## config.mk

```make
export PLATFORM = sky130hd
export DESIGN_NAME = fp_addsub_align_stage
export DESIGN_NICKNAME = d
export VERILOG_FILES = /design/src/rtl/fp_addsub_align_stage_pkg.sv /design/src/rtl/fp_align_shifter.sv /design/src/rtl/fp_addsub_align_stage.sv
export SDC_FILE = /design/constraint.sdc
export NUM_CORES = 1
export LEC_CHECK = 0
export ABC_AREA = 1
export CAP_MARGIN = 25
export CORE_ASPECT_RATIO = 0.8
export CORE_MARGIN = 5
export CORE_UTILIZATION = 60
export DETAILED_ROUTE_END_ITERATION = 16
export DONT_BUFFER_PORTS = 1
export GPL_TIMING_DRIVEN = 0
export HOLD_SLACK_MARGIN = 0.15
export PLACE_DENSITY = 0.87
export REMOVE_ABC_BUFFERS = 1
export SYNTH_ARGS = -nofsm -noshare
export SYNTH_HDL_FRONTEND = slang
export SYNTH_HIERARCHICAL = 1
export SYNTH_SLANG_ARGS = --single-unit
export TNS_END_PERCENT = 5
```

## constraint.sdc

```tcl
create_clock -name clk -period 4.41 [get_ports clk]
set_input_delay 0.2205 -clock clk [delete_from_list [all_inputs] [get_ports clk]]
set_output_delay 0.2205 -clock clk [all_outputs]
set_load 0.05 [all_outputs]
```

## src/rtl/fp_addsub_align_stage_pkg.sv

```systemverilog
// Shared definitions for the FP add/sub alignment stage.
// Provides the `EXPONENT / `MANTISSA / `DWIDTH format defines (overridable
// on the command line), the guard/round/sticky width, and the bit positions
// of the InputExc exception vector.
// Optional feature macro used by this slice: FPADDSUB_ALIGN_STICKY_EN.
`ifndef EXPONENT
`define EXPONENT 5
`endif
`ifndef MANTISSA
`define MANTISSA 10
`endif
`ifndef DWIDTH
`define DWIDTH (`EXPONENT + `MANTISSA)
`endif

package fp_addsub_align_stage_pkg;
  localparam int EXP_W  = `EXPONENT;
  localparam int MAN_W  = `MANTISSA;
  localparam int DATA_W = `DWIDTH;
  localparam int GRS_W  = 3;
  localparam int EXC_W  = 5;

  // InputExc bit positions
  localparam int EXC_ANY  = 0;
  localparam int EXC_ANAN = 1;
  localparam int EXC_BNAN = 2;
  localparam int EXC_AINF = 3;
  localparam int EXC_BINF = 4;
endpackage

```

## src/rtl/fp_align_shifter.sv

```systemverilog
// Combinational right shifter for the smaller operand's extended mantissa.
//   ext   : {hidden, mantissa, G, R, S} before alignment
//   shamt : right-shift distance (may exceed the vector width)
//   mmin  : aligned value
// With FPADDSUB_ALIGN_STICKY_EN defined, bit 0 also collects the OR of every
// bit pushed below it, including when the whole vector is shifted away.
// Without it, shifted-out bits are simply discarded (truncation).
module fp_align_shifter #(
  parameter int W   = 14,
  parameter int SHW = 5
) (
  input  logic [W-1:0]   ext,
  input  logic [SHW-1:0] shamt,
  output logic [W-1:0]   mmin
);

`ifdef FPADDSUB_ALIGN_STICKY_EN
  logic [W-1:0] shifted;
  logic         lost;

  always_comb begin
    shifted = ext >> shamt;
    lost    = 1'b0;
    // Bit i is lost exactly when it sits below the shift distance.
    for (int i = 0; i < W; i++) begin
      if (i < int'(shamt)) lost = lost | ext[i];
    end
    mmin = {shifted[W-1:1], shifted[0] | lost};
  end
`else
  always_comb begin
    mmin = ext >> shamt;
  end
`endif

endmodule

```

## src/rtl/fp_addsub_align_stage.sv

```systemverilog
// Elastic two-stage alignment pipeline for the FP adder/subtractor.
// Stage 1 picks the larger-exponent operand, restores hidden bits and fixes
// the shift distance for denormals; stage 2 right-shifts the smaller mantissa
// into G/R/S positions. Valid/ready on both sides, latency 2, full throughput.
// Ports:
//   clk, rst (async, active-low)
//   in_valid/in_ready, Sa, Sb, ShiftDet {B-A, A-B}, InputExc, Aout, Bout, Opout
//   out_valid/out_ready, Smax, Smin, Emax, Mmax, Mmin, Swap, OpOut, ExcOut
// Optional feature macro: FPADDSUB_ALIGN_STICKY_EN (sticky collection in Mmin[0]).
module fp_addsub_align_stage
  import fp_addsub_align_stage_pkg::*;
#(
  parameter int EW  = EXP_W,
  parameter int MW  = MAN_W,
  parameter int SHW = 5
) (
  input  logic               clk,
  input  logic               rst,
  input  logic               in_valid,
  output logic               in_ready,
  input  logic               Sa,
  input  logic               Sb,
  input  logic [2*SHW-1:0]   ShiftDet,
  input  logic [EXC_W-1:0]   InputExc,
  input  logic [EW+MW-1:0]   Aout,
  input  logic [EW+MW-1:0]   Bout,
  input  logic               Opout,
  output logic               out_valid,
  input  logic               out_ready,
  output logic               Smax,
  output logic               Smin,
  output logic [EW-1:0]      Emax,
  output logic [MW:0]        Mmax,
  output logic [MW+3:0]      Mmin,
  output logic               Swap,
  output logic               OpOut,
  output logic [EXC_W-1:0]   ExcOut
);

  localparam int XW = MW + 1 + GRS_W;

  logic [EW-1:0]    exp_a, exp_b, emax_c, emin_c;
  logic [MW-1:0]    man_max, man_min;
  logic             swap_c, smax_c, smin_c;
  logic [SHW-1:0]   shamt_c;
  logic [MW:0]      mmax_c;
  logic [XW-1:0]    ext_c;

  logic             vld_p1, swap_p1, smax_p1, smin_p1, op_p1;
  logic [EW-1:0]    emax_p1;
  logic [MW:0]      mmax_p1;
  logic [XW-1:0]    ext_p1;
  logic [SHW-1:0]   shamt_p1;
  logic [EXC_W-1:0] exc_p1;

  logic             vld_p2, s2_rdy;
  logic [XW-1:0]    mmin_c;

  assign s2_rdy    = ~vld_p2 | out_ready;
  assign in_ready  = ~vld_p1 | s2_rdy;
  assign out_valid = vld_p2;

  always_comb begin
    exp_a   = Aout[EW+MW-1:MW];
    exp_b   = Bout[EW+MW-1:MW];
    // Equal exponents keep A as the larger operand.
    swap_c  = (exp_a < exp_b);
    emax_c  = swap_c ? exp_b : exp_a;
    emin_c  = swap_c ? exp_a : exp_b;
    man_max = swap_c ? Bout[MW-1:0] : Aout[MW-1:0];
    man_min = swap_c ? Aout[MW-1:0] : Bout[MW-1:0];
    smax_c  = swap_c ? Sb : Sa;
    smin_c  = swap_c ? Sa : Sb;
    shamt_c = swap_c ? ShiftDet[2*SHW-1:SHW] : ShiftDet[SHW-1:0];
    // A denormal has an effective exponent of 1, not 0.
    if ((emin_c == '0) && (emax_c != '0)) shamt_c = shamt_c - SHW'(1);
    mmax_c  = {|emax_c, man_max};
    ext_c   = {|emin_c, man_min, {GRS_W{1'b0}}};
  end

  // ---- stage 1: operand selection ----
  always_ff @(posedge clk or negedge rst) begin
    if (!rst) begin
      vld_p1   <= 1'b0;
      swap_p1  <= 1'b0;
      smax_p1  <= 1'b0;
      smin_p1  <= 1'b0;
      op_p1    <= 1'b0;
      emax_p1  <= '0;
      mmax_p1  <= '0;
      ext_p1   <= '0;
      shamt_p1 <= '0;
      exc_p1   <= '0;
    end else if (in_ready) begin
      vld_p1 <= in_valid;
      if (in_valid) begin
        swap_p1  <= swap_c;
        smax_p1  <= smax_c;
        smin_p1  <= smin_c;
        op_p1    <= Opout;
        emax_p1  <= emax_c;
        mmax_p1  <= mmax_c;
        ext_p1   <= ext_c;
        shamt_p1 <= shamt_c;
        exc_p1   <= InputExc;
      end
    end
  end

  fp_align_shifter #(.W(XW), .SHW(SHW)) u_shift (
    .ext   (ext_p1),
    .shamt (shamt_p1),
    .mmin  (mmin_c)
  );

  // ---- stage 2: aligned output registers ----
  always_ff @(posedge clk or negedge rst) begin
    if (!rst) begin
      vld_p2 <= 1'b0;
      Swap   <= 1'b0;
      Smax   <= 1'b0;
      Smin   <= 1'b0;
      OpOut  <= 1'b0;
      Emax   <= '0;
      Mmax   <= '0;
      Mmin   <= '0;
      ExcOut <= '0;
    end else if (s2_rdy) begin
      vld_p2 <= vld_p1;
      if (vld_p1) begin
        Swap   <= swap_p1;
        Smax   <= smax_p1;
        Smin   <= smin_p1;
        OpOut  <= op_p1;
        Emax   <= emax_p1;
        Mmax   <= mmax_p1;
        Mmin   <= mmin_c;
        ExcOut <= exc_p1;
      end
    end
  end

endmodule

```

==> impl_results.md, run 1 <==
* Final Hold Fails at 0
* Chip width at 106.0 um
* Cell count after synthesis at 538
* Max-cap violation count at 0
* Gr ovfl total at 0
* CTS Sinks at 82
* Port buffer count at 0
* Layout cell share with drive strength beyond 1 at 0.1397
* Final core utilization at 0.7045
* Die Y at 86.81 um
* DP HPWL at 6.818 mm
* WL per Instance at 15.77 um
* Pleak at 2.545 nW
* Slowest CP cell: dfrtp_1
* Critical path class: reg -> reg
* Fin Clk Skew at 9.298 ps
* Max VDD drop at 0.2408 mV
* Synth Register Bits at 82
* Startpoint types: register
* Synthesized cell area at 0.004424 sq mm
* Crit path buffers/inverters at 3
* RR Startpoint: out_valid
* Die ar. at 0.009202 sq mm
* Minimum clock period at 3398 ps
* Clock Latency Late Sink at 350 ps
* Multi-input gate area at 0.002036 sq mm
* Cell Area, Placed at 0.004463 sq mm
* Netlist cell types at 35
* Critical path startpoint: out_valid
* Post-Route WL at 10.57 mm
* Longest Clk Path Bufs at 2
* Final std cells w/o fill at 670
* Boundary Pins at 93
* Initial Utilization at 0.6071
* Postcts setup bufs at 0
* Clock transition at path regs at 80 ps
* FILL cells at 579
* Hold Path Class: in -> reg
* Root buffer cell: clkbuf_8
* Crit path cell chain: nand3_1 > nand2_1 > inv_1 > buf_16 > nor2_1 > a21oi_1 > dlygate4sd3_1
* Hold WS at 197.8 ps
* Period utilization at 0.7706
* Nets at 633
* Slew margin rel. at 0.5356
* Status: completed
* Worst EP required at 4640 ps
* Worst-path fanout max at 25
* Vias in the first global route at 3766
* Register area share after synthesis at 0.4638
* CTS H-tree lvls at 3
* Fmax at 0.2943 GHz
* Largest net degree at the start of global routing at 83
* Inserted Clock Buffers at 9
* 1st-pass router iterations at 5
* Via density at 5.600
* Setup tns final at 0 ps
* Site Rows at 28
* CTS tree: built
* First-pass GRT wire length at 18.15 mm
* CP endpoint kind: register
* Critical path data arrival time at 3620 ps
* Area Overhead vs Synth at 16.03%
* Slew Limit Fails at 0
* Final setup violation count at 0
* Slowest stage delay, CP at 660 ps
* CORE AREA at 0.007287 sq mm
* Synth warnings at 6
* Hold path start: Aout[11]
* PD cells at 545.5 mW/mm^2
* CP top delay family: buffers and inverters
* Placed cells at 609
* Antenna violations before repair at 0
* Initial drt markers at 248
* DRC at 0
* Post-route cell area at 0.005134 sq mm
* Gates resized, CTS repair at 0
* Slew of the pin with the lowest slew margin at 695.8 ps
* Sequential cell area at 0.002052 sq mm
* Avg Inst Size Synth at 8.224 sq um
* Antenna cells at 0
* Gr usage total at 0.2472
* RSZ-0062 raised after global routing: false
* Hold_buf cts at 46
* Post-route ant nets at 0
* Via count at 3752
* GPL Wtd Cong at 0.8899
[power by group]
group / internal (W) / leakage (nW) / switching [W]
Combinational: 0.000295 / 1.45 / 0.000397
Sequential: 0.000942 / 1.00 / 0.000621
Clock: 0.000272 / 0.0941 / 0.000272
[tightest hold or removal path, delay by kind of cell]
| kind | cells | cell delay (ps) |
|---|---|---|
| AND/OR/NAND/NOR | 2 | 130 |
| buffers and inverters | 1 | 80 |
| AO/OA/AOI/OAI | 1 | 70 |
[synth_stat cells]
cell type / n / area, sq um
a21oi_1: 24 / 120.1
a21oi_4: 1 / 16.27
and3_1: 1 / 6.260
buf_12: 1 / 20.02
buf_2: 4 / 20.02
buf_4: 1 / 7.510
buf_6: 4 / 45.04
clkbuf_1: 13 / 48.80
clkbuf_2: 1 / 5.000
clkbuf_8: 2 / 27.53
clkinv_1: 1 / 3.750
conb_1: 1 / 3.750
dfrtp_1: 82 / 2052
ha_1: 5 / 62.56
inv_1: 44 / 165.2
inv_2: 3 / 11.26
mux2_2: 25 / 281.5
nand2_1: 163 / 611.8
nand2_2: 16 / 100.1
nand2_4: 3 / 33.78
nand3_1: 37 / 185.2
nand3_2: 4 / 40.04
nand3_4: 1 / 17.52
nand3b_1: 1 / 7.510
nand4_1: 9 / 56.30
nor2_1: 29 / 108.9
nor2_2: 3 / 18.77
nor2_4: 2 / 22.52
nor3_1: 1 / 5.000
nor4_1: 2 / 12.51
o21ai_0: 38 / 190.2
o21ai_2: 2 / 17.52
o21ai_4: 1 / 16.27
o22ai_1: 12 / 75.07
xnor2_1: 1 / 8.760
[metal layers]
metal | share of wire | track usage | up-vias
met3 | 0.066 | 0.06031 | 9
met1 | 0.40 | 0.2916 | 1768
li1 | - | - | 1821
met4 | 0.0086 | 0.04941 | 0
met2 | 0.52 | 0.4624 | 154
met5 | 0 | 0 | -
[flip-flops by register name, indices dropped and copies added (netlist names), 5 cells and up]
name and count:
exc_p1 5, shamt_p1 5, ext_p1 11, ExcOut 5, Mmin 14, emax_p1 5, Emax 5, Mmax 11
mmax_p1 11
[cell families (layout without fill, tap and decap cells)]
group	Yosys count	in the layout	share of synthesized area
other	1	5	0.0008476
multiplexers	25	25	0.06363
AO/OA/AOI/OAI	78	78	0.09842
flip-flops	82	82	0.4638
AND/OR/NAND/NOR	272	272	0.2772
XOR/XNOR	1	1	0.001980
adder cells (fa/ha/maj)	5	5	0.01414
buffers and inverters	74	112	0.08003
[layout make-up]
cell class | instances | share of cell area
Clock buffer | 10 | 0.02681
Clock inverter | 5 | 0.01072
Inverter | 48 | 0.03510
Multi-Input combinational cell | 386 | 0.3965
Sequential cell | 82 | 0.3997
Tap cell | 90 | 0.02194
Timing Repair Buffer | 49 | 0.1092
[metrics by stage]
step           setup WS [ps]  total power [W]
2_1_floorplan           1402         0.002007
4_1_cts                 1024         0.002795
6_report                1012         0.002801
5_1_grt                791.8         0.002962
3_5_place_dp            1576         0.002186
3_3_place_gp           571.9         0.002125
[final timing paths]
path | depth (start not counted) | slack [ps] | to
max | 7 | 1010 | ext_p1[12]
min | 4 | 200 | emax_p1[1]
max reg2reg | 7 | 1010 | ext_p1[12]
min reg2reg | 2 | 490 | exc_p1[3]
max in group asynchronous | 2 | 3630 | ext_p1[11]
min in group asynchronous | 2 | 420 | Mmax[3]
[cells in the final DEF, fill, tap and decap left out, types with 2 or more instances in the layout]
master         netlist  layout
o21ai_2              2       2
buf_16               0       4
dlygate4sd3_1        0      45
conb_1               1       5
a21oi_1             24      24
nor2_2               3       3
nand4_1              9       9
clkinv_2             0       2
nand2_2             16      17
clkbuf_8             2      10
nor2_1              29      29
mux2_2              25      25
o21ai_0             38      38
nand3_2              4       4
clkinvlp_4           0       2
nand3_1             37      37
nand2_4              3       3
nand2_1            163     162
nor4_1               2       2
nor2_4               2       2
dfrtp_1             82      82
inv_1               44      44
ha_1                 5       5
o22ai_1             12      12
inv_2                3       3
Power figures use the tool's default switching activity.
==> run 2, diff against run 1 <==
- CORE_UTILIZATION: 60 -> 57
- PLACE_DENSITY: 0.87 -> 0.86
- clock period: 4.41 -> 3 ns (I/O delays scaled with it)
==> impl_results.md, run 2 (synthesis gave the netlist of run 1 again) <==
* Worst-path fanout max at 31
* Gr ovfl total at 0
* Status: completed
* Slew margin rel. at 0.6002
* Initial drt markers at 217
* Slew Limit Fails at 0
* GPL Wtd Cong at 0.9007
* Root buffer cell: clkbuf_8
* CTS tree: built
* Port buffer count at 0
* Slowest CP cell: dfrtp_1
* Sequential cell area at 0.002052 sq mm
* Minimum clock period at 2826 ps
* Inserted Clock Buffers at 9
* Die Y at 88.80 um
* CP endpoint kind: register
* Crit path cell chain: nand3_1 > nand2_1 > inv_1 > buf_16 > o21ai_0 > o22ai_1
* Post-route ant nets at 0
* Multi-input gate area at 0.002036 sq mm
* Post-Route WL at 10.06 mm
* Final core utilization at 0.6787
* Nets at 625
* Dpl ws at 238.8 ps
* Antenna violations before repair at 0
* Gr usage total at 0.2193
* Site Rows at 28
* Initial Utilization at 0.5901
* First-pass GRT wire length at 16.88 mm
* 1st-pass router iterations at 6
* Longest Clk Path Bufs at 2
* Chip width at 108.5 um
* RSZ-0062 raised after global routing: false
* Slowest stage delay, CP at 670 ps
* Critical path class: reg -> reg
* Postcts setup bufs at 0
* Via density at 5.397
* Most common cell after layout, fill and taps aside: nand2_1
* Fmax at 0.3539 GHz
* DRC at 0
* Largest net degree at the start of global routing at 83
* Pleak at 2.521 nW
* Clock transition at path regs at 90 ps
* Antenna cells at 0
* Period utilization at 0.9420
* Vias in the first global route at 3780
* CTS Sinks at 82
* Via count at 3659
* WL per Instance at 14.83 um
* Final Hold Fails at 0
* Worst EP required at 3230 ps
* PD cells at 805.8 mW/mm^2
* DP HPWL at 6.856 mm
* Most flop-heavy register: Mmin
* Area Overhead vs Synth at 15.02%
* Setup ws final at 174.1 ps
* Startpoint types: register
* CTS H-tree lvls at 3
* Final setup violation count at 0
* Boundary Pins at 93
* Fin Clk Skew at 9.341 ps
* Leading cell types in the layout, fill and taps excluded: 162 x nand2_1, 82 x dfrtp_1, 44 x inv_1
* Slew of the pin with the lowest slew margin at 599.0 ps
* Max VDD drop at 0.3815 mV
* CORE AREA at 0.007497 sq mm
* Die ar. at 0.009635 sq mm
* Max-cap violation count at 0
* Hold Path Class: in -> reg
* FILL cells at 616
* Clock Latency Late Sink at 350 ps
* Critical path data arrival time at 3050 ps
* Max reg flops at 14
* Layout cell share with drive strength beyond 1 at 0.1431
-- run 2: path summary, 6_finish.rpt --
path	startpoint	to	slack [ps]	cells past startpoint
max	out_valid	mmax_p1[6]	170	6
min	Bout[11]	emax_p1[1]	170	4
max reg2reg	out_valid	mmax_p1[6]	170	6
min reg2reg	exc_p1[1]	exc_p1[1]	480	2
max in group asynchronous	rst	mmax_p1[9]	2320	2
min in group asynchronous	rst	op_p1	370	2
-- run 2: final cells by class --
class,count,share of cell area
clock buffers,10,0.02705
clock inverters,6,0.01402
inverters,48,0.03541
multi-input cells,386,0.4000
flip-flops and latches,82,0.4032
well taps,105,0.02582
repair buffers,41,0.09442
-- run 2: timing repair --
item / 4_1_cts / 5_1_grt
hold buffers: 38 / 0
resized for setup: 0 / 0
hold endpoints to repair: 117 / 0
-- run 2: power by group --
| part | internal, W | total [W] | switching (W) |
|---|---|---|---|
| Sequential | 0.00139 | 0.00230 | 0.000913 |
| Combinational | 0.000401 | 0.000970 | 0.000570 |
| Clock | 0.000416 | 0.000832 | 0.000416 |
| Total | 0.00220 | 0.00410 | 0.00190 |
-- run 2: worst max-delay path, delay by kind of cell, from the launching register on --
kind            cells  cell delay (ps)
flops               1              670
compound gates      2              200
buf+inv             2              670
simple gates        2             1140
-- run 2: per-layer routing --
| metal | track usage | up-vias | share of wire |
|---|---|---|---|
| met5 | 0 | - | 0 |
| met1 | 0.2458 | 1694 | 0.40 |
| met4 | 0.07913 | 0 | 0.020 |
| met3 | 0.05325 | 20 | 0.067 |
| li1 | - | 1799 | - |
| met2 | 0.4077 | 146 | 0.51 |
-- run 2: per-stage QoR --
stage | instance area [sq um] | hold WS [ps] | std cells | TNS, ps | total power, W
2_1_floorplan | 4265 | -145.6 | 516 | -90.74 | 0.002951
3_3_place_gp | 4397 | -143.6 | 621 | -26840 | 0.003130
3_5_place_dp | 4482 | -143.5 | 624 | 0 | 0.003216
4_1_cts | 5089 | 166.7 | 678 | 0 | 0.004122
5_1_grt | 5089 | 181.1 | 678 | 0 | 0.004335
6_report | 5089 | 171.5 | 678 | 0 | 0.004100
